==> config.mk <==
export PLATFORM = sky130hd
export DESIGN_NAME = prio_enc_rr
export DESIGN_NICKNAME = d
export VERILOG_FILES = /design/src/rtl/prio_enc_rr_pkg.sv /design/src/rtl/prio_enc_rr_pick.sv /design/src/rtl/prio_enc_rr.sv
export SDC_FILE = /design/constraint.sdc
export NUM_CORES = 1
export LEC_CHECK = 0
export CAP_MARGIN = 25
export CELL_PAD_IN_SITES_DETAIL_PLACEMENT = 0
export CELL_PAD_IN_SITES_GLOBAL_PLACEMENT = 1
export CORE_MARGIN = 2
export CORE_UTILIZATION = 25
export CTS_BUF_LIST = sky130_fd_sc_hd__clkbuf_8
export CTS_CLUSTER_DIAMETER = 60
export DETAILED_ROUTE_END_ITERATION = 8
export MAX_ROUTING_LAYER = met4
export PLACE_DENSITY = 0.84
export SLEW_MARGIN = 10
export SYNTH_ARGS = -nofsm -noshare
export SYNTH_HDL_FRONTEND = slang
export SYNTH_SLANG_ARGS = --single-unit
==> constraint.sdc <==
create_clock -name clk -period 2.2 [get_ports clk]
set_clock_uncertainty 0.15 [all_clocks]
set_input_delay 0.66 -clock clk [delete_from_list [all_inputs] [get_ports clk]]
set_output_delay 0.66 -clock clk [all_outputs]
set_load 0.02 [all_outputs]
==> src/rtl/prio_enc_rr_pkg.sv <==
// Shared types and constants for the prio_enc_rr priority encoder.
// Latency: none (declarations only).
// Backpressure: not applicable.
package prio_enc_rr_pkg;

  // Encoder FSM: IDLE waits for a request, HOLD presents idx until accepted.
  typedef enum logic {
    IDLE = 1'b0,
    HOLD = 1'b1
  } state_e;

  // Selection policy encodings for the MODE parameter.
  localparam int FIXED = 0;
  localparam int RR    = 1;

endpackage

==> src/rtl/prio_enc_rr_pick.sv <==
// Combinational request picker: lowest set bit at/above a start point, wrapping.
// Latency: purely combinational.
// Backpressure: none; the caller decides when to sample index/found.
module prio_pick #(
  parameter int WIDTH = 16,
  parameter int IDX_W = $clog2(WIDTH)
) (
  input  logic [WIDTH-1:0] req,
  input  logic [IDX_W-1:0] ptr,
  input  logic             mode,
  output logic [IDX_W-1:0] index,
  output logic             found
);

  int         start_i;
  logic       hi_found;
  logic [IDX_W-1:0] hi_idx;
  logic [IDX_W-1:0] lo_idx;

  // Search from the start point upward; if nothing there, wrap to the lowest set bit.
  always_comb begin
    start_i  = 0;
    hi_found = 1'b0;
    hi_idx   = '0;
    lo_idx   = '0;
    found    = 1'b0;
    index    = '0;

    // Fixed priority always starts at bit 0; an out-of-range pointer is treated as 0.
    if (mode && (int'(ptr) < WIDTH)) begin
      start_i = int'(ptr);
    end

    // Scanning downward leaves the lowest qualifying bit as the final assignment.
    for (int j = WIDTH - 1; j >= 0; j--) begin
      if (req[j]) begin
        lo_idx = IDX_W'(j);
        found  = 1'b1;
        if (j >= start_i) begin
          hi_idx   = IDX_W'(j);
          hi_found = 1'b1;
        end
      end
    end

    index = hi_found ? hi_idx : lo_idx;
  end

endmodule

==> src/rtl/prio_enc_rr.sv <==
// Priority encoder (fixed or round-robin) presenting one registered index per grant.
// Latency: 1 cycle from request sampled in IDLE to valid/idx.
// Backpressure: idx/valid held stable while ready is low; one accept every 2 cycles max.
module prio_enc_rr
  import prio_enc_rr_pkg::*;
#(
  parameter int WIDTH = 16,
  parameter int MODE  = 0,
  localparam int IDX_W = $clog2(WIDTH)
) (
  input  logic             clk,
  input  logic             rst,
  input  logic             enable,
  input  logic [WIDTH-1:0] req,
  input  logic             ready,
  output logic [IDX_W-1:0] idx,
  output logic             valid,
  output logic             none
);

  localparam logic MODE_IS_RR = (MODE == RR);

  state_e           state_q, state_d;
  logic [IDX_W-1:0] idx_q,   idx_d;
  logic             valid_q, valid_d;
  logic             none_q,  none_d;
  logic [IDX_W-1:0] ptr_q,   ptr_d;

  logic [IDX_W-1:0] pick_idx;
  logic             pick_found;

  prio_pick #(
    .WIDTH (WIDTH),
    .IDX_W (IDX_W)
  ) u_pick (
    .req   (req),
    .ptr   (ptr_q),
    .mode  (MODE_IS_RR),
    .index (pick_idx),
    .found (pick_found)
  );

  // Next-state and next-output computation for the IDLE/HOLD handshake machine.
  always_comb begin
    state_d = state_q;
    idx_d   = idx_q;
    valid_d = valid_q;
    none_d  = 1'b0;
    ptr_d   = ptr_q;

    unique case (state_q)
      IDLE: begin
        if (!enable) begin
          idx_d   = '0;
          valid_d = 1'b0;
        end else if (pick_found) begin
          idx_d   = pick_idx;
          valid_d = 1'b1;
          state_d = HOLD;
        end else begin
          none_d  = 1'b1;
        end
      end
      HOLD: begin
        // The held index survives req/enable changes; only the handshake releases it.
        if (ready) begin
          valid_d = 1'b0;
          state_d = IDLE;
          if (MODE_IS_RR) begin
            ptr_d = (idx_q == IDX_W'(WIDTH - 1)) ? '0 : idx_q + 1'b1;
          end else begin
            ptr_d = '0;
          end
        end
      end
      default: begin
        state_d = IDLE;
        valid_d = 1'b0;
      end
    endcase
  end

  // State and output registers; reset overrides every other input.
  always_ff @(posedge clk) begin
    if (rst) begin
      state_q <= IDLE;
      idx_q   <= '0;
      valid_q <= 1'b0;
      none_q  <= 1'b0;
      ptr_q   <= '0;
    end else begin
      state_q <= state_d;
      idx_q   <= idx_d;
      valid_q <= valid_d;
      none_q  <= none_d;
      ptr_q   <= ptr_d;
    end
  end

  assign idx   = idx_q;
  assign valid = valid_q;
  assign none  = none_q;

endmodule
* Word-level counts from Yosys, hierarchy flattened
Cells that the tools add are included.
** Cells by class
- Multiplexer cells :: 43
- Equality and inequality tests :: 3
- Reduce and logical (&&, ||, !) cells :: 3
- Bitwise gates (word level) :: 2
** Operators with widths (count)
- 2-to-1 mux 4 bit :: 18
- 2-to-1 mux 1 bit :: 23
- one-hot mux 1 bit (2 select lines) :: 2
- AND reduction 2 bit :: 2
- inequality test 3 bit, second input constant :: 1
- OR reduction 3 bit :: 1
- inequality test 2 x 1 -> 1 bit, second input constant :: 1
- inequality test 2 bit, second input constant :: 1
- inverter 1 bit :: 2
** Word-level totals
- Register bits :: 7
- Output and inout bits :: 6
- Logic and storage cells :: 55

* Logic depth before layout (Yosys ltp)
Gate-level depths: netlist of run 1.
- Depth after elaboration :: 19
- Mapped depth :: 5

* Cells and area by module
Synthesis of run 1 repeated with hierarchy kept, for this count alone.
** Unflattened totals
- Cell total of the unflattened synthesis :: 154
- Area, all modules :: 1002.2 µm²
** By module, submodules not included
- prio_pick :: cells each 124, area each 745.7 µm², times used 1
- prio_enc_rr :: cells each 30, area each 256.5 µm², times used 1

* Least setup slack after synthesis of run 1
No wires, ideal clock.
- Path type :: in2reg
- Start :: input port req[3]
- End :: register idx_q[0] (netlist: idx[0])
- Arrival time :: 1.855 ns
- Library setup time :: 0.070 ns
- Required time :: 1.980 ns
- Stages on the path :: 5
- Slack :: 0.125 ns
- Cells stage by stage :: or4_4 -> nor4_4 -> a21o_2 -> nand2_1 -> a21oi_1
** On the way
- Longest elaborated chain between the ends :: 6
- Elaborated cells between the ends (all ways) :: 12
** Ends and longest elaborated chain
- start, declared :: RTL line prio_enc_rr.sv:14 : input logic [WIDTH-1:0] req,
- 2-to-1 mux 1 bit / 2-to-1 mux 4 bit (equally long branches) (4 in a row) :: RTL line prio_enc_rr_pick.sv:36 : if (req[j]) begin
- inequality test 2 x 1 -> 1 bit (no source line) / 2-to-1 mux 4 bit (equally long branches)
- AND reduction 2 bit (no source line) / 2-to-1 mux 4 bit (equally long branches)
- end signal, assigned :: RTL line prio_enc_rr.sv:93 : idx_q <= idx_d;
- end, declared :: RTL line prio_enc_rr.sv:24 : logic [IDX_W-1:0] idx_q, idx_d;
Several ways; a longest one is shown, not always the timed one. The select of a mux whose other input is x is not followed.
A chain may end at the register's enable or synchronous reset.

* Worst setup path after layout of run 1
- Start :: input port req[1]
- End :: register idx_q[1] (netlist: idx[1])
** On the way
- Longest elaborated chain between the ends :: 4
- Elaborated cells between the ends (all ways) :: 8
** Ends and longest elaborated chain (RTL line)
- 2-to-1 mux 1 bit / 2-to-1 mux 4 bit (equally long branches) (2 in a row) :: prio_enc_rr_pick.sv:36
- inequality test 2 x 1 -> 1 bit (no source line) / 2-to-1 mux 4 bit (equally long branches)
- AND reduction 2 bit (no source line) / 2-to-1 mux 4 bit (equally long branches)
Several ways; a longest one is shown, not always the timed one. The select of a mux whose other input is x is not followed.

==> results of run 1 <==
==> synthesized netlist by cell type, drive strengths merged, types with 2 or more instances <==
library cell	n	share of area (%)
nand2	4	3.4
nor2	13	11
inv	2	1.7
dfxtp	7	32
a21o	2	3.7
a31oi	2	2.9
or4	4	8.6
or3	2	2.9
a21oi	7	8.0
o31ai	2	3.4
nand2b	3	4.3
nor3	2	2.3
==> state kept, by name, indices dropped and copies added, names as in the netlist <==
signal and cells:
valid 1, idx 4, state_q 1, none 1
==> metal layers <==
metal | global-route usage, % | wire [µm] | vias to the layer above
met5 | - | 0 | -
met4 | 6.86 | 35 | 0
met3 | 4.76 | 89 | 4
met2 | 20.8 | 660 | 21
met1 | 16.4 | 553 | 270
li1 | - | - | 311
==> worst reg2reg max path: cells and delay by family (launching register included) <==
kind,cells,cell delay [ns]
AO/OA/AOI/OAI,1,0.13
flip-flops,1,0.34
AND/OR/NAND/NOR,3,0.88
==> layout make-up <==
cell class                      instances  area share, %
Sequential cell                         7           15.3
Timing Repair Buffer                   45           43.5
Multi-Input combinational cell         48           33.1
Clock buffer                            3           4.51
Clock inverter                          1          0.410
Tap cell                               17           2.33
Inverter                                2          0.821
==> power by group through the flow <==
stage	sequential [mW]	combinational, mW	clock, mW
5_1_grt	0.137	0.117	0.187
3_5_place_dp	0.138	0.113	0
6_report	0.136	0.108	0.180
2_1_floorplan	0.142	0.0273	0
3_3_place_gp	0.138	0.112	0
4_1_cts	0.136	0.107	0.184
==> worst max-delay path by stage <==
stage / startpoint / end / slack (ns)
final: req[1] / idx[1] / 0.09
after floorplan: req[3] / idx[0] / 0.13
after global routing: req[1] / idx[0] / 0.01
after detailed placement: req[3] / idx[0] / -0.40
after global placement: req[7] / idx[1] / -0.36
after CTS: req[13] / idx[1] / 0.006
==> logic make-up after synthesis <==
group | after synthesis
and+or+nand+nor | 32
AOI/OAI and AO/OA | 16
DFF | 7
buffers and inverters | 2
==> per-stage QoR <==
| stage | hold WS [ns] | cells |
|---|---|---|
| finish | 0.299 | 123 |
| global route | 0.335 | 123 |
| CTS | 0.301 | 123 |
| detailed placement | 0.296 | 119 |
| global placement | 0.296 | 119 |
| floorplan | 0.350 | 57 |
==> repair_timing <==
action                                  in CTS  in global routing
hold endpoints to repair                     0                  0
gates cloned                                 0                  0
pin swaps                                    9                  8
endpoints found under the setup margin       6                  3
gates resized for setup                     15                 10
==> impl_metrics.json, run 1 <==
{
  "diodes": 0,
  "synthesis.area_um2": 437,
  "rows": 15,
  "cts_tree": "done",
  "min_to": "valid",
  "fp.dieArea_um2": 2100,
  "path_buf_inv": 1,
  "multiInputGateArea_um2": 303,
  "crit_slowest_cell": "or4_4",
  "timing.rr.end": "idx[1]",
  "initial_core_util_pct": 25.9,
  "async_flop_share_pct": 0,
  "r2r_slack_ns": 0.63,
  "cp_data_required_time_ns": 2.16,
  "tns_ns": 0,
  "cts-buffers-inserted": 3,
  "irDropWorstVdd_v": 0.000297,
  "ant_nets": 0,
  "synth.distinct_cells": 21,
  "viasPerCell": 4.93,
  "crit_family": "simple AND/OR/NAND/NOR gates",
  "clkTransAtPathRegs_ns": 0.04,
  "switching_share_pct": 24.9,
  "grt_antenna_before_repair": 0,
  "p_sw_mw": 0.106,
  "layout.area.seq_um2": 140,
  "routedWlPerCell_um": 10.9,
  "p_total_mw": 0.425,
  "finalWirelength_um": 1340,
  "area_growth_pct": 109,
  "post_cts_buffers": 0,
  "synth_seq_cells": 7,
  "cp.arrival_ns": 2.07,
  "grt_pass1_vias": 509,
  "cp_cell_sequence": "dlygate4sd2_1 -> or4_4 -> nor4_4 -> or3_1 -> or3_1 -> a21oi_1",
  "crit_path_frequent_cell": "or3_1",
  "synth_compound_area_share_pct": 24.1,
  "drtIter0Drc": 12,
  "setup_violations": 0,
  "hp-start": "valid",
  "timing.rr.start": "state_q",
  "crit_cells": 6,
  "cp-start-kind": "primary input",
  "ctsHoldBuffers": 0,
  "fin_area_um2": 915,
  "p_seq_share_pct": 32.1,
  "clock_latency_ns": 0.23,
  "core-area_um2": 1690,
  "clockRootBuffer": "clkbuf_8",
  "hp-class": "register to register",
  "die_w_um": 45.8,
  "slowest_delay_ns": 0.51,
  "drc": 0,
  "ioPinCount": 26,
  "maxSlewHeadroom_pct": 72.4,
  "min_period_over_period_pct": 96.0,
  "synthAdderAreaFrac_pct": 0,
  "place.port_buffers": 25,
  "track_usage_pct": 13.9,
  "leakage_nw": 0.428,
  "ys_seq_area_share_pct": 32.1,
  "status": "complete, no violations",
  "grt_max_degree": 8,
  "powerDensity_nw_per_um2": 464,
  "nNetsFinal": 127,
  "yosys_warnings": 0,
  "netlist_instances": 57,
  "dr.pass1.iters": 4,
  "r2r_cells": 4,
  "power_frac_comb_pct": 25.5,
  "pre_cts_ws_ns": -0.399,
  "worstSetupPathType": "primary input to register",
  "final_common_cell": "buf_4",
  "synthMuxAreaShare_pct": 0,
  "finalWorstSetupSlack_ns": 0.0876,
  "synth_top_family_by_area": "simple AND/OR/NAND/NOR gates",
  "synth-xor-area-share_pct": 0,
  "cap_violations": 0,
  "clock-sinks": 7,
  "place_hpwl_um": 1050,
  "syn_nets": 77,
  "hold_viol_final": 0,
  "critPathMaxFanout": 4,
  "timing.final.crit_period_ns": 2.11,
  "internal-power_mw": 0.319,
  "clock_path_buffers": 2,
  "clkPwrFrac_pct": 42.4,
  "avgSynthCellArea_um2": 7.66,
  "die_h_um": 45.8,
  "htreeDepth": 1,
  "gp_congestion": 0.827,
  "vias": 606,
  "place_area_um2": 858,
  "clock.fmax_mhz": 473,
  "final_cell_mix": "20 x buf_4, 13 x nor2_1, 9 x clkdlybuf4s50_1",
  "rsz0062_at_grt": "no",
  "synth_edf_count": 0,
  "grt-ovfl-total": 0,
  "min_path_cells": 2,
  "final_util_pct": 54.1,
  "synth_top_flop_cell": "dfxtp_1",
  "drv_slew": 0,
  "fill_cells": 172,
  "drive_gt1_share_pct": 30.2,
  "synthSimpleGateAreaFrac_pct": 42.1,
  "endpoint_kind": "register",
  "tightestPinTransition_ns": 0.404,
  "grt_pass1_wl_um": 1990
}
Power figures use the tool's default switching activity.
==> run 2, diff against run 1 <==
CTS_CLUSTER_DIAMETER = default   (was 60)
==> results of run 2 <==
Final layout, timing and power as in run 1 (identical DEF).
